`src/rtl/unipolar_rz_multi.sv`:
```
`timescale 1ns/1ps
// Unipolar return-to-zero serializer: CHANNELS lanes share one bit clock and
// one word handshake, each stream followed by a low latch gap (WS281x style).
module unipolar_rz_multi #(
    parameter int unsigned CHANNELS       = 4,
    parameter int unsigned DATA_WIDTH     = 24,
    parameter real         CLOCK_RATE     = 100e6,
    parameter real         PERIOD_TIME    = 1.2e-6,
    parameter real         ZERO_HIGH_TIME = 0.3e-6,
    parameter real         ONE_HIGH_TIME  = 0.6e-6,
    parameter real         RESET_TIME     = 80e-6,
    parameter bit          MSB_FIRST      = 1'b0
) (
    input  logic                           clock,
    input  logic                           reset,
    input  logic [CHANNELS*DATA_WIDTH-1:0] data,
    input  logic [CHANNELS-1:0]            mask,
    input  logic                           enable,
    output logic                           ready,
    output logic [CHANNELS-1:0]            line,
    output logic                           done
);

    localparam int unsigned P  = $rtoi(PERIOD_TIME * CLOCK_RATE + 0.5);
    localparam int unsigned Z  = $rtoi(ZERO_HIGH_TIME * CLOCK_RATE + 0.5);
    localparam int unsigned O  = $rtoi(ONE_HIGH_TIME * CLOCK_RATE + 0.5);
    localparam int unsigned R  = $rtoi(RESET_TIME * CLOCK_RATE + 0.5);
    localparam int unsigned TW = (P > 1) ? $clog2(P) : 1;
    localparam int unsigned IW = (DATA_WIDTH > 1) ? $clog2(DATA_WIDTH) : 1;
    localparam int unsigned LW = (R > 0) ? $clog2(R + 1) : 1;

    localparam logic [TW-1:0] T_LAST = TW'(P - 1);
    localparam logic [TW-1:0] Z_T    = TW'(Z);
    localparam logic [TW-1:0] O_T    = TW'(O);
    localparam logic [IW-1:0] I_LAST = IW'(DATA_WIDTH - 1);
    localparam logic [LW-1:0] L_LAST = LW'(R - 1);

    if (Z < 1 || Z >= O || O >= P || R < 1) begin : g_bad_timing
        $fatal(1, "unipolar_rz_multi: need 1 <= Z < O < P and R >= 1 (Z=%0d O=%0d P=%0d R=%0d)",
               Z, O, P, R);
    end

    typedef enum logic [1:0] {S_LATCH, S_IDLE, S_BIT} state_t;

    state_t                  state_q, state_d;
    logic [TW-1:0]           t_q, t_d;
    logic [IW-1:0]           idx_q, idx_d;
    logic [LW-1:0]           cnt_q, cnt_d;
    logic [DATA_WIDTH-1:0]   sr_q [CHANNELS];
    logic [DATA_WIDTH-1:0]   sr_d [CHANNELS];
    logic [CHANNELS-1:0]     mask_q, mask_d;
    logic [CHANNELS-1:0]     line_q, line_d;
    logic                    ready_q, ready_d;
    logic                    done_q, done_d;
    logic                    load_c;

    // Next state; outputs are derived from the next-state values so the line
    // registers line up with the bit timer without an extra cycle of delay.
    always_comb begin
        state_d = state_q;
        t_d     = t_q;
        idx_d   = idx_q;
        cnt_d   = cnt_q;
        sr_d    = sr_q;
        mask_d  = mask_q;
        done_d  = 1'b0;
        load_c  = 1'b0;

        case (state_q)
            S_LATCH: begin
                if (cnt_q == L_LAST) begin
                    state_d = S_IDLE;
                    cnt_d   = '0;
                    done_d  = 1'b1;
                end else begin
                    cnt_d = cnt_q + LW'(1);
                end
            end
            S_IDLE: load_c = ready_q && enable;
            S_BIT: begin
                if (t_q != T_LAST) begin
                    t_d = t_q + TW'(1);
                end else if (idx_q != I_LAST) begin
                    t_d   = '0;
                    idx_d = idx_q + IW'(1);
                    for (int c = 0; c < int'(CHANNELS); c++) begin
                        sr_d[c] = MSB_FIRST ? (sr_q[c] << 1) : (sr_q[c] >> 1);
                    end
                end else if (ready_q && enable) begin
                    load_c = 1'b1;
                end else begin
                    state_d = S_LATCH;
                    cnt_d   = '0;
                end
            end
            default: state_d = S_LATCH;
        endcase

        if (load_c) begin
            state_d = S_BIT;
            t_d     = '0;
            idx_d   = '0;
            mask_d  = mask;
            for (int c = 0; c < int'(CHANNELS); c++) begin
                sr_d[c] = data[c*DATA_WIDTH +: DATA_WIDTH];
            end
        end

        ready_d = (state_d == S_IDLE) ||
                  (state_d == S_BIT && t_d == T_LAST && idx_d == I_LAST);

        for (int c = 0; c < int'(CHANNELS); c++) begin
            line_d[c] = (state_d == S_BIT) && mask_d[c] &&
                        (t_d < ((MSB_FIRST ? sr_d[c][DATA_WIDTH-1] : sr_d[c][0]) ? O_T : Z_T));
        end
    end

    always_ff @(posedge clock or posedge reset) begin
        if (reset) begin
            state_q <= S_LATCH;
            t_q     <= '0;
            idx_q   <= '0;
            cnt_q   <= '0;
            sr_q    <= '{default: '0};
            mask_q  <= '0;
            line_q  <= '0;
            ready_q <= 1'b0;
            done_q  <= 1'b0;
        end else begin
            state_q <= state_d;
            t_q     <= t_d;
            idx_q   <= idx_d;
            cnt_q   <= cnt_d;
            sr_q    <= sr_d;
            mask_q  <= mask_d;
            line_q  <= line_d;
            ready_q <= ready_d;
            done_q  <= done_d;
        end
    end

    assign ready = ready_q;
    assign line  = line_q;
    assign done  = done_q;

endmodule
```
`config.mk`:
```
export PLATFORM = sky130hd
export DESIGN_NAME = unipolar_rz_multi
export DESIGN_NICKNAME = d
export VERILOG_FILES = /design/src/rtl/unipolar_rz_multi.sv
export SDC_FILE = /design/constraint.sdc
export NUM_CORES = 1
export LEC_CHECK = 0
export BUFFER_PORTS_ARGS = -buffer_cell sky130_fd_sc_hd__buf_2
export CAP_MARGIN = 25
export CORE_ASPECT_RATIO = 0.9
export CORE_MARGIN = 4
export CORE_UTILIZATION = 38
export DETAILED_ROUTE_END_ITERATION = 12
export PLACE_DENSITY_LB_ADDON = 0.1
export SLEW_MARGIN = 30
export SYNTH_ARGS = -nofsm -noshare
export SYNTH_HDL_FRONTEND = slang
export SYNTH_SLANG_ARGS = --single-unit
```
`constraint.sdc`:
```
create_clock -name clock -period 4.74 [get_ports clock]
set_input_delay 0.948 -clock clock [delete_from_list [all_inputs] [get_ports clock]]
set_output_delay 0.948 -clock clock [all_outputs]
set_load 0.05 [all_outputs]
```
==> out/metrics.yaml, run 1 <==
pwr-share-comb: 0.028
cts_sinks: 133
grt_pass1_vias: 5127
io_pins: 109
synth-adder-area-share: 0.0203
final_hold_viol_count: 0
synth-xor-area-share: 0.0116
drtIter0Drc: 344
power_switching_mw: 0.517
finish.utilization: 0.457
synth.area.mux_share: 0.152
synth_top_cell_area_share: 0.491
antenna_found_initial: 0
wl_microns: 15300
area.growth.synth_to_final_pct: 18.3
power.internal_mw: 1.98
switching_share: 0.207
clock_latency_ns: 0.42
drv_cap: 0
crit_arrival_ns: 3.82
crit_slowest_cell: "ha_1"
worst_pin_slew_ns: 0.869
yosys.area.top_type: "dfrtp_1"
hold_class: "register to register"
clock_skew_ns: 0.00854
core_sq_mm: 0.0176
die_w_microns: 149
worstSetupPathType: "register to register"
cts_resized: 0
power_mw: 2.50
vias_per_cell: 4.99
cp_max_fo: 27
p_leak_nw: 3.00
crit_path_start_kind: "register"
root_buffer: "clkbuf_16"
instances_no_fill: 1019
clk_path_buf_depth: 2
hpwl_microns: 10400
crit_path_max_incr_delay_ns: 0.68
drive_gt1_frac: 0.208
gp_congestion: 0.850
nets: 880
num_antenna_cells: 0
cp_cell_sequence: "inv_1 -> ha_1 -> nand3_2 -> nor3_4 -> buf_4 -> mux2_2 -> mux2i_1 -> ha_1 -> inv_1 -> a211oi_1 -> nor3_1"
vdd_drop_max_mv: 0.234
syn_area_sq_mm: 0.00678
grt_max_degree: 124
port-buffer-count: 108
firstDrtPassIters: 4
wire_per_inst_microns: 15.0
period_minus_slack_ns: 3.50
die-area_sq_mm: 0.0200
grt_usage: 0.158
setup_viol: 0
synth_fp_nets: 790
synth.distinct_cells: 54
start_util: 0.386
drc_errors: 0
yosysMostFrequentCell: "dfrtp_1"
yosys_warnings: 0
synth_compound_area_frac: 0.124
cts_buffers: 17
seqPwrFrac: 0.455
synthTopCellsByCount: "133 x dfrtp_1, 120 x nand2_1, 104 x o21ai_0, 93 x mux2i_1, 24 x nor2_1"
yosys-top-cells-area: "dfrtp_1 49%, mux2i_1 14%, o21ai_0 7.7%"
status: "complete, no violations"
cts_tree: "yes"
rsz0062_at_grt: "no"
htreeDepth: 4
synth_top_family_by_area: "simple AND/OR/NAND/NOR gates"
finalSetupTns_ns: 0
post_cts_buffers: 0
clkTransAtPathRegs_ns: 0.05
ys_ff_latch: 133
hold_buffers: 0
drv_slew: 0
period_share: 0.738
clkPwrFrac: 0.517
cp-end-kind: "register"
fp-row-count: 46
syn_inst: 676
ant_nets: 0
power_density_mw_per_mm2: 311
die_y_microns: 135
seq_area_frac_synth: 0.491
synth_edf_count: 0
async_reset_ff_frac: 1.00
grt_pass1_wl_microns: 25500
dp.cells: 986
syn_avg_cell_area_sq_um: 10.0
via_count: 5085
max_slew_margin: 0.417
fmax_ghz: 0.286
synth_ff_type: "dfrtp_1"
grt-ovfl-total: 0
synthSimpleGateAreaFrac: 0.152
n_fill_cell: 1678
required_ns: 5.06
final cells by class:
type                       count  area [sq um]  area share
timing repair buffer         116           613      0.0765
multi-input combinational    482          3130       0.390
clock inverter                 9           101      0.0126
clock buffer                  23           478      0.0596
inverter                      16          67.6     0.00843
sequential                   133          3330       0.415
tap                          240           300      0.0375
cells in the final DEF (no fill, tap or decap), types with 4 or more instances in the layout:
| cell | Yosys | final |
|---|---|---|
| a31oi_1 | 5 | 5 |
| dfrtp_1 | 133 | 133 |
| buf_4 | 14 | 7 |
| o21ai_0 | 104 | 104 |
| clkbuf_16 | 0 | 17 |
| xnor2_1 | 6 | 6 |
| nand2b_1 | 6 | 6 |
| and3_1 | 5 | 5 |
| clkinv_2 | 0 | 5 |
| a211oi_1 | 10 | 10 |
| nor3_1 | 7 | 7 |
| buf_2 | 14 | 108 |
| a21oi_1 | 11 | 11 |
| ha_1 | 11 | 11 |
| and4_1 | 7 | 7 |
| nand4_1 | 7 | 7 |
| nand3_1 | 10 | 10 |
| nor2b_1 | 6 | 6 |
| nor2_1 | 24 | 24 |
| mux2_2 | 9 | 9 |
| mux2i_1 | 93 | 93 |
| nand3b_1 | 4 | 4 |
| inv_1 | 16 | 15 |
| nand2_1 | 120 | 120 |
through the flow:
stage                     setup slack (ns)  hold slack, ns  instance area, sq um
after CTS                             1.07           0.500                  8010
final                                 1.24           0.498                  8020
after floorplan                      0.238           0.473                  6780
after global routing                 0.891           0.518                  8020
after detailed placement              1.10           0.488                  7430
after global placement                1.16           0.483                  7430
metal layers:
metal / global-route usage / share of wire / vias to the layer above
li1: - / - / 2560
met5: 0 / 0 / -
met1: 0.233 / 0.51 / 2392
met3: 0.0403 / 0.049 / 14
met4: 0.0544 / 0.010 / 0
met2: 0.225 / 0.43 / 119
logic make-up after synthesis:
logic type | after synthesis
simple gates | 213
compound gates | 147
flops | 133
mux | 102
buf+inv | 61
fa+ha+maj | 11
xor+xnor | 9
critical path: cells and delay by family (launching register included):
kind,cells,cell delay [ns]
adders and majority gates,2,0.99
AOI/OAI and AO/OA,1,0.04
muxes,2,0.70
DFF,1,0.41
buffers and inverters,3,0.48
and+or+nand+nor,3,0.76
power by group through the flow:
| stage | Sequential [mW] | Combinational (mW) | Clock [mW] |
|---|---|---|---|
| CTS | 1.14 | 0.0726 | 1.33 |
| floorplan | 1.16 | 0.0174 | 0 |
| global placement | 1.16 | 0.0726 | 0 |
| global route | 1.14 | 0.0795 | 1.38 |
| detailed placement | 1.16 | 0.0719 | 0 |
| finish | 1.14 | 0.0692 | 1.29 |
final timing paths:
| kind | from | endpoint | slack (ns) | cells past startpoint |
|---|---|---|---|---|
| hold reg to reg | mask_q[3] | mask_q[3] | 0.50 | 1 |
| max in group asynchronous | reset | sr_q[72] | 3.22 | 3 |
| hold / removal | mask_q[3] | mask_q[3] | 0.50 | 1 |
| min in group asynchronous | reset | sr_q[40] | 0.68 | 2 |
| setup / recovery | state_q[0] | line[1] | 1.24 | 11 |
| setup reg to reg | state_q[0] | line[1] | 1.24 | 11 |
sequential cells by signal (all words and copies together) (netlist names):
register and flops:
line 4, mask_q 4, state_q 2, ready 1
cnt_q 13, idx_q 5, done 1, sr_q 96
t_q 7
Power figures use the tool's default switching activity.
==> run 2: changes to the inputs <==
==> constraint.sdc (replaced) <==
create_clock -name clock -period 3.6 [get_ports clock]
set_input_delay 0.72 -clock clock [delete_from_list [all_inputs] [get_ports clock]]
set_output_delay 0.72 -clock clock [all_outputs]
set_load 0.05 [all_outputs]
==> run 2 against run 1 <==
Die area is the same. Via count is 0.55% higher. First-iteration DRC count shrank 31%. Clock power rose by 30%. Highest routed layer unchanged. Hold slack improved by 0.0023 ns. Count of clock-buffer cells in the layout is 4 lower. Core utilization rose by 0.086 points. Sequential power rose by 32%.
==> out/metrics.yaml, run 2 (synthesized netlist as in run 1, its figures left out) <==
required_ns: 3.92
clock_skew_ns: 0.0115
fp-row-count: 46
cts_sinks: 133
p_leak_nw: 3.00
hold_class: "primary input to async pin"
period_share: 0.832
drive_gt1_frac: 0.214
clk_path_buf_depth: 2
gp_congestion: 0.834
cp-end-kind: "register"
vias_per_cell: 5.00
grt_max_degree: 134
final_cell_mix: "133 x dfrtp_1, 120 x nand2_1, 108 x buf_2"
cts_resized: 0
core_sq_mm: 0.0176
die_y_microns: 135
drv_slew: 0
clkTransAtPathRegs_ns: 0.06
ant_nets: 0
vdd_drop_max_mv: 0.262
reg2reg_from: "state_q[0]"
num_antenna_cells: 0
final_common_cell: "dfrtp_1"
cts_tree: "yes"
period_minus_slack_ns: 2.99
seqCellArea_sq_mm: 0.00333
grt-ovfl-total: 0
clock_latency_ns: 0.42
htreeDepth: 4
grt_pass1_wl_microns: 25200
io_pins: 109
fmax_ghz: 0.334
worst_pin_slew_ns: 0.755
post_cts_buffers: 0
largest_register_ffs: 96
hpwl_microns: 10600
rsz0062_at_grt: "no"
drv_cap: 0
drtIter0Drc: 239
via_count: 5113
multi_input_area_sq_mm: 0.00313
drc_errors: 0
power_density_mw_per_mm2: 407
grt_pass1_vias: 5099
r2r_end: "line[3]"
grt_usage: 0.156
final_hold_viol_count: 0
wire_per_inst_microns: 14.7
worstSetupPathType: "register to register"
status: "complete, no violations"
crit_arrival_ns: 3.31
root_buffer: "clkbuf_16"
crit_path_start_kind: "register"
max_slew_margin: 0.497
hold_buffers: 0
largest-register: "sr_q"
die_w_microns: 149
wl_microns: 15100
placed_area_sq_mm: 0.00746
area.growth.synth_to_final_pct: 18.5
setup_viol: 0
antenna_found_initial: 0
firstDrtPassIters: 5
cp_max_fo: 10
fin_area_sq_mm: 0.00803
start_util: 0.386
port-buffer-count: 108
nets: 883
regToRegSetupSlack_ns: 0.61
finalSetupTns_ns: 0
die-area_sq_mm: 0.0200
reg_top3: "sr_q x96, cnt_q x13, t_q x7"
cts_buffers: 17
n_fill_cell: 1716
reg2reg_depth: 10
run 2: cell count changes in the layout (fill, tap and decap cells not counted), sizes merged:
cell and delta:
clkinvlp +4, buf +3, clkbuf -4
run 2: through the flow:
step | util | total power [mW] | hold WS, ns | instances | setup WS (ns)
floorplan | - | 1.55 | 0.473 | 676 | 1.13
global placement | 0.425 | 1.62 | 0.488 | 990 | 0.875
detailed placement | 0.425 | 1.62 | 0.496 | 990 | 0.598
CTS | 0.458 | 3.32 | 0.483 | 1022 | 0.582
global route | 0.458 | 3.41 | 0.482 | 1022 | 0.304
finish | 0.458 | 3.27 | 0.500 | 1022 | 0.606
run 2: critical path, stage by stage, from the launching register on:
cell and delay, ns:
dfrtp_1 0.42, inv_1 0.10, ha_1 0.39, nand3_2 0.24
nor3_4 0.47, mux2_2 0.39, mux2i_1 0.26, ha_1 0.30
inv_1 0.07, a211oi_1 0.04, nor3_1 0.22
run 2: power by group:
part           leakage [nW]  internal (mW)  total (mW)  switching [mW]
combinational          1.43         0.0421      0.0920          0.0498
sequential             1.30           1.50        1.50               0
clock                 0.275           1.03        1.68           0.646
run 2: layer usage:
metal	vias to the layer above	wire length (microns)	share of wire	track usage
met2	110	6550	0.43	0.223
met4	0	94	0.0062	0.0503
met5	-	0	0	0
li1	2566	-	-	-
met3	7	797	0.053	0.0443
met1	2430	7630	0.51	0.228
run 2: area by class of cell:
| type | instances | share of cell area |
|---|---|---|
| sequential | 133 | 0.414 |
| multi-input combinational | 482 | 0.390 |
| timing repair buffer | 119 | 0.0791 |
| clock buffer | 19 | 0.0551 |
| tap | 240 | 0.0374 |
| clock inverter | 13 | 0.0165 |
| inverter | 16 | 0.00794 |
run 2: worst max-delay path by stage:
stage                     startpoint       to  slack [ns]
final                     state_q[0]  line[3]        0.61
after global routing      state_q[0]  line[3]        0.30
after CTS                 state_q[0]  line[3]        0.58
after detailed placement  state_q[0]  line[3]        0.60
after global placement    state_q[0]  line[0]        0.87
after floorplan             idx_q[1]  line[0]        1.13
